[src/rtl/ad9434_pkg.sv]
// ad9434_pkg: shared constants, FSM state type and centre-tap helper for IDELAY calibration
package ad9434_pkg;
  localparam int NUM_TAPS = 32;
  localparam int TAP_W = 5;
  typedef enum logic [3:0] {
    S_IDLE, S_WAIT_RDY, S_LOAD, S_SETTLE, S_CHECK, S_EVAL, S_APPLY, S_APPLY_WAIT, S_DONE
  } calib_state_t;
  function automatic logic [TAP_W-1:0] centre_tap(input logic [TAP_W-1:0] s, input logic [TAP_W:0] len);
    logic [TAP_W:0] c;
    c = {1'b0, s} + (len >> 1);
    return c[TAP_W-1:0];
  endfunction
endpackage

[src/rtl/ad9434_idelay_calib_if.sv]
// ad9434_idelay_calib_if: control, capture data and IDELAY load signals of the calibration block
interface ad9434_idelay_calib_if
  import ad9434_pkg::*;
#(parameter int NUM_LANES = 6);
  logic                     start;
  logic                     idelayctrl_rdy;
  logic [NUM_LANES-1:0]     q1, q2, exp_q1, exp_q2;
  logic [NUM_LANES-1:0]     idelay_ld;
  logic [TAP_W-1:0]         idelay_cntvalue;
  logic                     busy, done;
  logic [NUM_LANES-1:0]     lane_err;
  logic [TAP_W*NUM_LANES-1:0] tap_out;
  modport master (output start, idelayctrl_rdy, q1, q2, exp_q1, exp_q2,
                  input idelay_ld, idelay_cntvalue, busy, done, lane_err, tap_out);
  modport slave  (input start, idelayctrl_rdy, q1, q2, exp_q1, exp_q2,
                  output idelay_ld, idelay_cntvalue, busy, done, lane_err, tap_out);
endinterface

[src/rtl/ad9434_eye_finder.sv]
// ad9434_eye_finder: serial longest-run-of-ones search over the 32-tap pass window
module ad9434_eye_finder
  import ad9434_pkg::*;
(
  input  logic                clk,
  input  logic                rst,
  input  logic                start_i,
  input  logic [NUM_TAPS-1:0] window_i,
  output logic [TAP_W-1:0]    best_start_o,
  output logic [TAP_W:0]      best_len_o,
  output logic                valid_o
);
  logic run_q, run_d, valid_q, valid_d, hit;
  logic [TAP_W-1:0] idx_q, idx_d, cur_start_q, cur_start_d, best_start_q, best_start_d, ext_start;
  logic [TAP_W:0] cur_len_q, cur_len_d, best_len_q, best_len_d, ext_len;
  assign hit = window_i[idx_q];
  assign ext_len = cur_len_q + 1'b1;
  assign ext_start = cur_len_q == '0 ? idx_q : cur_start_q;
  // strict > while a run grows keeps the earliest of equal-length runs
  always_comb begin
    run_d = run_q;
    valid_d = valid_q;
    idx_d = idx_q;
    cur_len_d = cur_len_q;
    cur_start_d = cur_start_q;
    best_start_d = best_start_q;
    best_len_d = best_len_q;
    if (start_i) begin
      run_d = 1'b1;
      valid_d = 1'b0;
      idx_d = '0;
      cur_len_d = '0;
      cur_start_d = '0;
      best_start_d = '0;
      best_len_d = '0;
    end else if (run_q) begin
      idx_d = idx_q + 1'b1;
      cur_len_d = hit ? ext_len : '0;
      cur_start_d = ext_start;
      best_len_d = hit && ext_len > best_len_q ? ext_len : best_len_q;
      best_start_d = hit && ext_len > best_len_q ? ext_start : best_start_q;
      run_d = idx_q != TAP_W'(NUM_TAPS-1);
      valid_d = idx_q == TAP_W'(NUM_TAPS-1);
    end
  end
  always_ff @(posedge clk or posedge rst) begin
    if (rst) begin
      run_q <= 1'b0;
      valid_q <= 1'b0;
      idx_q <= '0;
      cur_len_q <= '0;
      cur_start_q <= '0;
      best_start_q <= '0;
      best_len_q <= '0;
    end else begin
      run_q <= run_d;
      valid_q <= valid_d;
      idx_q <= idx_d;
      cur_len_q <= cur_len_d;
      cur_start_q <= cur_start_d;
      best_start_q <= best_start_d;
      best_len_q <= best_len_d;
    end
  end
  assign best_start_o = best_start_q;
  assign best_len_o = best_len_q;
  assign valid_o = valid_q;
endmodule

[src/rtl/ad9434_idelay_calib.sv]
// ad9434_idelay_calib: per-lane IDELAYE2 tap sweep, pass-window search and centre-tap load
module ad9434_idelay_calib
  import ad9434_pkg::*;
#(
  parameter int NUM_LANES   = 6,
  parameter int SETTLE_CYC  = 16,
  parameter int SAMPLES     = 1024,
  parameter int MIN_EYE     = 4,
  parameter int DEFAULT_TAP = 1
) (
  input logic adc_clk,
  input logic rst,
  ad9434_idelay_calib_if.slave bus
);
  localparam int LANE_W = NUM_LANES > 1 ? $clog2(NUM_LANES) : 1;
  localparam logic [15:0] SETTLE_LAST = 16'(SETTLE_CYC - 1);
  localparam logic [15:0] SAMPLE_LAST = 16'(SAMPLES - 1);
  localparam logic [TAP_W:0] MIN_EYE_L = (TAP_W+1)'(MIN_EYE);
  localparam logic [TAP_W-1:0] DEF_TAP = TAP_W'(DEFAULT_TAP);
  localparam logic [TAP_W-1:0] LAST_TAP = TAP_W'(NUM_TAPS - 1);
  localparam logic [LANE_W-1:0] LANE_LAST = LANE_W'(NUM_LANES - 1);
  localparam logic [NUM_LANES-1:0] ONE = NUM_LANES'(1);
  calib_state_t state_q, state_d;
  logic [LANE_W-1:0] lane_q, lane_d;
  logic [TAP_W-1:0] tap_q, tap_d, apply_tap, best_start;
  logic [TAP_W:0] best_len;
  logic [15:0] cnt_q, cnt_d;
  logic fail_q, fail_d, done_q, done_d, eye_start, eye_valid, mismatch, apply_bad, abort;
  logic [NUM_TAPS-1:0] window_q, window_d;
  logic [NUM_LANES-1:0] lane_err_q, lane_err_d;
  logic [TAP_W*NUM_LANES-1:0] tap_out_q, tap_out_d;
  ad9434_eye_finder u_eye (
    .clk(adc_clk), .rst(rst), .start_i(eye_start), .window_i(window_q),
    .best_start_o(best_start), .best_len_o(best_len), .valid_o(eye_valid)
  );
  assign mismatch = bus.q1[lane_q] != bus.exp_q1[lane_q] || bus.q2[lane_q] != bus.exp_q2[lane_q];
  assign apply_bad = !eye_valid || best_len < MIN_EYE_L;
  assign apply_tap = apply_bad ? DEF_TAP : centre_tap(best_start, best_len);
  // once DONE is reached the run is complete, so a late RDY drop no longer restarts a lane
  assign abort = !bus.idelayctrl_rdy && !(state_q inside {S_IDLE, S_WAIT_RDY, S_DONE});
  always_comb begin
    state_d = state_q;
    lane_d = lane_q;
    tap_d = tap_q;
    cnt_d = cnt_q + 16'd1;
    fail_d = fail_q;
    window_d = window_q;
    done_d = done_q;
    lane_err_d = lane_err_q;
    tap_out_d = tap_out_q;
    eye_start = 1'b0;
    if (abort) state_d = S_WAIT_RDY;
    else case (state_q)
      S_IDLE: if (bus.start) begin
        state_d = S_WAIT_RDY;
        lane_d = '0;
        done_d = 1'b0;
        lane_err_d = '0;
        tap_out_d = '0;
      end
      S_WAIT_RDY: if (bus.idelayctrl_rdy) begin
        state_d = S_LOAD;
        tap_d = '0;
      end
      S_LOAD: begin
        state_d = S_SETTLE;
        cnt_d = '0;
      end
      S_SETTLE: if (cnt_q == SETTLE_LAST) begin
        state_d = S_CHECK;
        cnt_d = '0;
        fail_d = 1'b0;
      end
      S_CHECK: begin
        fail_d = fail_q | mismatch;
        if (cnt_q == SAMPLE_LAST) begin
          window_d[tap_q] = !fail_d;
          cnt_d = '0;
          tap_d = tap_q + 1'b1;
          state_d = tap_q == LAST_TAP ? S_EVAL : S_LOAD;
          eye_start = tap_q == LAST_TAP;
        end
      end
      S_EVAL: if (cnt_q == 16'(NUM_TAPS - 1)) state_d = S_APPLY;
      S_APPLY: begin
        state_d = S_APPLY_WAIT;
        cnt_d = '0;
        lane_err_d[lane_q] = apply_bad;
        tap_out_d[TAP_W*lane_q +: TAP_W] = apply_tap;
      end
      S_APPLY_WAIT: if (cnt_q == SETTLE_LAST) begin
        state_d = lane_q == LANE_LAST ? S_DONE : S_LOAD;
        done_d = lane_q == LANE_LAST;
        lane_d = lane_q + 1'b1;
        tap_d = '0;
      end
      default: state_d = S_IDLE;
    endcase
  end
  always_ff @(posedge adc_clk or posedge rst) begin
    if (rst) begin
      state_q <= S_IDLE;
      lane_q <= '0;
      tap_q <= '0;
      cnt_q <= '0;
      fail_q <= 1'b0;
      window_q <= '0;
      done_q <= 1'b0;
      lane_err_q <= '0;
      tap_out_q <= '0;
    end else begin
      state_q <= state_d;
      lane_q <= lane_d;
      tap_q <= tap_d;
      cnt_q <= cnt_d;
      fail_q <= fail_d;
      window_q <= window_d;
      done_q <= done_d;
      lane_err_q <= lane_err_d;
      tap_out_q <= tap_out_d;
    end
  end
  assign bus.idelay_ld = state_q inside {S_LOAD, S_APPLY} ? ONE << lane_q : '0;
  assign bus.idelay_cntvalue = state_q == S_APPLY ? apply_tap : state_q == S_LOAD ? tap_q : '0;
  assign bus.busy = !(state_q inside {S_IDLE, S_DONE});
  assign bus.done = done_q;
  assign bus.lane_err = lane_err_q;
  assign bus.tap_out = tap_out_q;
endmodule

[src/flat_wrapper.sv]
// flat-port wrapper written by rule: the top's interface ports become plain ports
module ad9434_idelay_calib_flat import ad9434_pkg::*;
#(
  parameter int NUM_LANES   = 6,
  parameter int SETTLE_CYC  = 16,
  parameter int SAMPLES     = 1024,
  parameter int MIN_EYE     = 4,
  parameter int DEFAULT_TAP = 1
)
  (adc_clk, rst, bus_start, bus_idelayctrl_rdy, bus_q1, bus_q2, bus_exp_q1, bus_exp_q2, bus_idelay_ld, bus_idelay_cntvalue, bus_busy, bus_done, bus_lane_err, bus_tap_out);
  ad9434_idelay_calib_if #(.NUM_LANES(NUM_LANES)) bus_i ();
  input logic adc_clk;
  input logic rst;
  input wire logic [$bits(bus_i.start)-1:0] bus_start;
  input wire logic [$bits(bus_i.idelayctrl_rdy)-1:0] bus_idelayctrl_rdy;
  input wire logic [$bits(bus_i.q1)-1:0] bus_q1;
  input wire logic [$bits(bus_i.q2)-1:0] bus_q2;
  input wire logic [$bits(bus_i.exp_q1)-1:0] bus_exp_q1;
  input wire logic [$bits(bus_i.exp_q2)-1:0] bus_exp_q2;
  output wire logic [$bits(bus_i.idelay_ld)-1:0] bus_idelay_ld;
  output wire logic [$bits(bus_i.idelay_cntvalue)-1:0] bus_idelay_cntvalue;
  output wire logic [$bits(bus_i.busy)-1:0] bus_busy;
  output wire logic [$bits(bus_i.done)-1:0] bus_done;
  output wire logic [$bits(bus_i.lane_err)-1:0] bus_lane_err;
  output wire logic [$bits(bus_i.tap_out)-1:0] bus_tap_out;
  assign bus_i.start = bus_start;
  assign bus_i.idelayctrl_rdy = bus_idelayctrl_rdy;
  assign bus_i.q1 = bus_q1;
  assign bus_i.q2 = bus_q2;
  assign bus_i.exp_q1 = bus_exp_q1;
  assign bus_i.exp_q2 = bus_exp_q2;
  assign bus_idelay_ld = bus_i.idelay_ld;
  assign bus_idelay_cntvalue = bus_i.idelay_cntvalue;
  assign bus_busy = bus_i.busy;
  assign bus_done = bus_i.done;
  assign bus_lane_err = bus_i.lane_err;
  assign bus_tap_out = bus_i.tap_out;
  ad9434_idelay_calib #(.NUM_LANES(NUM_LANES), .SETTLE_CYC(SETTLE_CYC), .SAMPLES(SAMPLES), .MIN_EYE(MIN_EYE), .DEFAULT_TAP(DEFAULT_TAP)) u_core (.adc_clk(adc_clk), .rst(rst), .bus(bus_i));
endmodule
[config.mk]
export PLATFORM = sky130hd
export DESIGN_NAME = ad9434_idelay_calib_flat
export DESIGN_NICKNAME = d
export VERILOG_FILES = /design/src/rtl/ad9434_pkg.sv /design/src/rtl/ad9434_idelay_calib_if.sv /design/src/rtl/ad9434_eye_finder.sv /design/src/rtl/ad9434_idelay_calib.sv /design/src/flat_wrapper.sv
export SDC_FILE = /design/constraint.sdc
export NUM_CORES = 1
export LEC_CHECK = 0
export ABC_CLOCK_PERIOD_IN_PS = 5900
export CAP_MARGIN = 20
export CORE_MARGIN = 2
export CORE_UTILIZATION = 30
export CTS_BUF_LIST = sky130_fd_sc_hd__clkbuf_4 sky130_fd_sc_hd__clkbuf_8
export DETAILED_ROUTE_END_ITERATION = 7
export PLACE_DENSITY_LB_ADDON = 0.1
export SETUP_SLACK_MARGIN = 0.1
export SLEW_MARGIN = 0
export SYNTH_ARGS = -nofsm -noshare
export SYNTH_HDL_FRONTEND = slang
export SYNTH_SLANG_ARGS = --single-unit
[constraint.sdc]
create_clock -name adc_clk -period 5.9 [get_ports adc_clk]
set_clock_uncertainty 0.05 [all_clocks]
set_input_delay 0.885 -clock adc_clk [delete_from_list [all_inputs] [get_ports adc_clk]]
set_output_delay 0.885 -clock adc_clk [all_outputs]
set_load 0.02 [all_outputs]
; Yosys cells after proc, flatten, opt, wreduce, memory -nomap -nowiden
; Index checks and enable logic that the tools add are counted.
[word_totals]
memories = 0
out_inout_bits = 49
elab_cells = 166
in_bits = 28
romBits = 0
reg_bits = 127
ram_bits = 0
latch_bits = 0
[op_classes]
muxes = 72
reduce_logical = 30
n_bitwise = 2
add_sub_neg = 7
mul = 1
div_mod_pow = 0
eq_ne = 28
order_cmp = 7
n_shift = 3
[op_table]
columns = op, count
row1 = $mux W5, 14
row2 = $pmux W30 S2, 1
row3 = $mux W16, 3
row4 = $mux W6, 8
row5 = $pmux W16 S3, 1
row6 = $neg A6 Y34, 1
row7 = $shift A5 B34 Y30 const A, 1
row8 = $shiftx A5 B34 Y30, 1
row9 = $bwmux W32, 1
row10 = $mux W4, 8
row11 = $pmux W4 S8, 1
row12 = $bwmux W30, 1
row13 = $mux W30, 1
row14 = $mux W1, 17
row15 = $add A16 B1 Y16 const B, 1
row16 = $eq A16 B10 Y1 const B, 1
row17 = $eq A16 B4 Y1 const B, 1
row18 = $eq A16 B5 Y1 const B, 1
row19 = $eq A4 B3 Y1 const B, 4
row20 = $pmux W5 S3, 1
row21 = $reduce_bool A2 Y1, 7
row22 = $bmux W1 S3, 4
row23 = $lt A5 B6 Y1 const B, 2
row24 = $ne A3 B1 Y1 const B, 4
row25 = 43 further kinds, 65

; Depth between registers and ports, before layout
[logic_depth]
ltp_word = 7
depth_mapped = 10
mapped_depth_nobuf = 9

; Modules after synthesis
; From an unflattened synthesis, not the netlist that was laid out.
[unflattened]
cells_unflattened = 776
hier_area_um2 = 7183.1
[modules_own_cells]
columns = module, area_each_um2, cells_per_inst, n_inst, seq_area_each_um2
row1 = ad9434_idelay_calib, 5256.3, 572, 1, 2452.4
row2 = ad9434_eye_finder, 1926.8, 204, 1, 725.7

; Worst setup path before layout
; OpenSTA, ideal clock, no wires.
[synth_path]
path_type = flip-flop to output port
from = register u_core.u_eye.best_len_q[2] (netlist: u_core.u_eye.best_len_o[2])
to = output port bus_idelay_cntvalue[0]
n_path_buf = 0
path_slack_ps = 2916
path_stages_with_launch = 4
arrival_ps = 2049
required_ps = 4965
path_cell_list = dfrtp_1 -> o41ai_1 -> nor2_1 -> a211oi_1
[synth_via]
elab_chain_cells = 4
[synth_lines]
columns = item, line_no
row1 = "start, declared", ad9434_eye_finder.sv:15  ; logic [TAP_W:0] cur_len_q, cur_len_d, best_len_q, best_len_d, ext_len;
row2 = "start signal, assigned", ad9434_eye_finder.sv:62  ; best_len_q <= best_len_d;
row3 = $lt A6 B3 Y1, ad9434_idelay_calib.sv:37  ; assign apply_bad = !eye_valid || best_len < MIN_EYE_L;
row4 = $logic_or A1 B1 Y1, ad9434_idelay_calib.sv:37
row5 = $mux W5, ad9434_idelay_calib.sv:38  ; assign apply_tap = apply_bad ? DEF_TAP : centre_tap(best_start, best_len);
row6 = $mux W5, ad9434_idelay_calib.sv:124  ; assign bus.idelay_cntvalue = state_q == S_APPLY ? apply_tap : state_q == S_LOAD ? tap_q : '0;
row7 = "end, declared", flat_wrapper.sv:21  ; output wire logic [$bits(bus_i.idelay_cntvalue)-1:0] bus_idelay_cntvalue;
; Every way passes these cells.

; Final worst setup path
[layout_path]
from = register u_core.u_eye.best_len_q[1] (netlist: u_core.u_eye.best_len_o[1])
to = output port bus_idelay_cntvalue[4]
[layout_via]
elab_chain_cells = 4
word_cells_on_any_way = 5
classes_between = add/sub (1) / order compare (1) / mux (2) / reduce/logical (1)
[layout_lines]
columns = item, line_no
row1 = $lt A6 B3 Y1, ad9434_idelay_calib.sv:37
row2 = $logic_or A1 B1 Y1, ad9434_idelay_calib.sv:37
row3 = $mux W5 *, ad9434_idelay_calib.sv:38
row4 = $mux W5 *, ad9434_idelay_calib.sv:124
; Every way passes the cells marked *; elsewhere a longest branch is shown, timed or not.

==> run summary <==
DR DRC count - 0
max-cap violation count - 0
Final #Nets - 851
antenna violations before repair - 0
CTS tree - yes
Reg power frac - 0.437
post-synthesis simple-gate area fraction - 0.183
Finished Cell Area - 0.00866 mm^2
fillcell total - 2349
die span in y - 159 um
clk slew on worst S/H paths - 80 ps
Avg Synthesized Cell Area - 9.76 um^2
outcome - finished clean
post-synth top area cell - dfrtp_1
share of the synthesized area in the top cell type - 0.443
top cells by count, synth - 127 x dfrtp_1, 60 x nor2_1, 60 x o21ai_0
CTS H-tree lvls - 4
antenna cell count - 0
crit path buf inv count - 2
worst skew pair latency - 450 ps
Synthesized Nets - 792
count leader, synth - dfrtp_1
crit path time final - 4450 ps
Max IR drop VDD - 0.130 mV
total wire length - 18.8 mm
post-synthesis xor/xnor area fraction - 0.0305
Slew Limit Headroom - 0.309
Comb power frac - 0.191
Post-Synthesis Cells - 735
CP max FO - 7
complex-gate fraction of the synthesized area - 0.170
placed cells - 1093
synthesized flop and latch total - 127
global placement routability congestion - 0.779
first-pass GRT wire length - 30.6 mm
Hold WC Path Type - register to register
Worst path slowest cell - a21oi_1
Worst Max-Slew Pin Slew - 1030 ps
mux cell area share after synthesis - 0.0763
P_leak - 3.61 nW
clock root cell - clkbuf_8
fmax - 225 MHz
grt ovf - 0
sequential area share after synthesis - 0.443
sw power - 0.735 mW
final setup violating endpoints - 0
Crit path largest cell delay - 670 ps
Primary FF master, synth - dfrtp_1
Power, Total - 2.31 mW
synthesis-to-layout area growth - 20.7%
Setup Buffers After CTS - 0
Data arrival, critical path - 3520 ps
cts hold-fix bufs - 0
vias in the first global route - 5630
DIE AREA - 0.0252 mm^2
Initial Utilization - 0.305
mapped cell area - 0.00717 mm^2
largest family of logic cells by synthesized area - simple AND/OR/NAND/NOR gates
pwr dens - 267 mW/mm^2
crit share post-route - 0.755
cells taking the most area after synthesis - dfrtp_1 44%, ha_1 4.9%, mux2i_1 4.3%
Core Area - 0.0235 mm^2
wire per inst - 16.7 um
Max clock buf depth - 2
Vias - 5731
CP endpoint kind - output pin
Clk pwr share - 0.372
Rows - 56
adder and majority gate portion of the synthesized area - 0.0516
Hold Vio Cnt, Final - 0
Synth Warn # - 0
Final Slew Violations - 0
Routed Antenna Nets - 0
post-synth cell types - 63
RSZ-0062 raised after global routing - no
WS Path Type - register to output pin
ys async rst share - 1.00
CP startpoint kind - register
internal power - 1.58 mW
via density per instance - 5.09
IO Pins - 77
setup TNS - 0 ps
Required @ worst endpoint - 4970 ps
Post-Place Cell Area - 0.00818 mm^2
port buffer count - 76
post_cts resized - 0
clock sink count - 127
initial DRC count - 419
pin count of the biggest net entering global routing - 76
Sw Ratio - 0.318
DPL Wire Length - 13.6 mm
critical path, cell by cell - ha_1, inv_1, fa_1, nor2b_1, o21ai_0, a21o_1, a21oi_1, mux2i_1, nor2_1, clkdlybuf4s50_1
1st-pass router iterations - 7
Chip Width - 159 um
All-Layer GR Usage - 0.157
CP top delay family - compound AO/OA/AOI/OAI gates
Post-Layout Cell Count - 1126
proportion of layout cells with a drive suffix above 1 - 0.0954
CTS Buf Count - 17
number of synthesized flops with an enable pin - 0
==> layer usage <==
metal,global-route usage,part of all wire,vias to the layer above
li1,-,-,2788
met3,0.0299,0.030,21
met2,0.254,0.47,109
met1,0.216,0.48,2813
met5,0,0,-
met4,0.0438,0.011,0
==> worst paths after layout <==
path / depth (start not counted) / slack, ps / to / start
setup reg to reg: 5 / 2750 / u_core.u_eye.best_len_o[3]$_DFFE_PP0P_ / u_core.u_eye.idx_q[1]$_DFFE_PP0P_
setup / recovery: 10 / 1450 / bus_idelay_cntvalue[4] / u_core.u_eye.best_len_o[1]$_DFFE_PP0P_
min in group asynchronous: 2 / 650 / u_core.u_eye.cur_len_q[5]$_DFFE_PP0P_ / rst
max in group asynchronous: 4 / 4370 / u_core.u_eye.cur_start_q[3]$_DFFE_PP0P_ / rst
hold reg to reg: 2 / 430 / u_core.bus.tap_out[13]$_DFFE_PP0P_ / u_core.bus.tap_out[13]$_DFFE_PP0P_
hold / removal: 2 / 430 / u_core.bus.tap_out[13]$_DFFE_PP0P_ / u_core.bus.tap_out[13]$_DFFE_PP0P_
==> layout by cell type, fill, tap and decap left out, drive strengths merged, types with 3 or more instances in the layout <==
cell type	n
o41ai	3
a211oi	5
clkinv	4
and4	5
nand3	40
a31oi	10
clkdlybuf4s50	76
or3	5
nand2b	8
and3	14
bufinv	4
a22oi	6
inv	32
mux2	13
nand4	14
nor3	11
xor2	14
a22o	20
nand2	53
o21ai	60
nor2	60
mux2i	31
mux4	4
nor2b	23
nor4	7
o31ai	35
dfrtp	127
clkbuf	20
a21oi	21
nand3b	5
buf	7
ha	28
xnor2	11
==> flip-flops by register name (all words and copies together) (netlist names) <==
name / flops
u_core.u_eye.best_len_o: 6
u_core.lane_q: 3
u_core.tap_q: 5
u_core.bus.lane_err: 6
u_core.u_eye.cur_start_q: 5
u_core.bus.done: 1
u_core.cnt_q: 16
u_core.u_eye.valid_o: 1
u_core.u_eye.best_start_o: 5
u_core.u_eye.idx_q: 5
u_core.state_q: 4
u_core.u_eye.cur_len_q: 6
u_core.u_eye.run_q: 1
u_core.bus.tap_out: 30
u_core.window_q: 32
u_core.fail_q: 1
==> worst register-to-register path: stages, from the launching register on <==
cell and delay [ps]:
dfrtp_1 750, mux4_2 600, o2111ai_1 200, nand4_1 390, nand4_1 650, mux2_2 410
==> power by group through the flow <==
stage,logic [mW],registers [mW],clock network [mW]
after global placement,0.434,1.02,0
after CTS,0.442,1.01,0.881
after global routing,0.490,1.02,0.919
after detailed placement,0.438,1.03,0
after floorplan,0.359,0.968,0
final,0.441,1.01,0.860
==> cell families after synthesis <==
family | Yosys count
compound gates | 180
buf+inv | 73
flops | 127
simple gates | 253
fa+ha+maj | 29
xor+xnor | 25
mux | 48
==> layout make-up <==
| type | instances | area (um^2) | area share |
|---|---|---|---|
| Timing Repair Buffer | 83 | 833 | 0.0963 |
| Inverter | 30 | 115 | 0.0133 |
| Tap cell | 319 | 399 | 0.0461 |
| Clock inverter | 12 | 180 | 0.0208 |
| Sequential cell | 127 | 3180 | 0.367 |
| Multi-Input combinational cell | 535 | 3680 | 0.425 |
| Clock buffer | 20 | 269 | 0.0311 |
==> metrics by stage <==
| step | utilization | hold WS (ps) | worst slack, ps |
|---|---|---|---|
| 4_1_cts | 0.368 | 435 | 1440 |
| 5_1_grt | 0.369 | 456 | 1230 |
| 6_report | 0.369 | 434 | 1450 |
| 2_1_floorplan | - | 398 | 1580 |
| 3_5_place_dp | 0.348 | 423 | 1950 |
| 3_3_place_gp | 0.348 | 415 | 1970 |
Power figures use the tool's default switching activity.
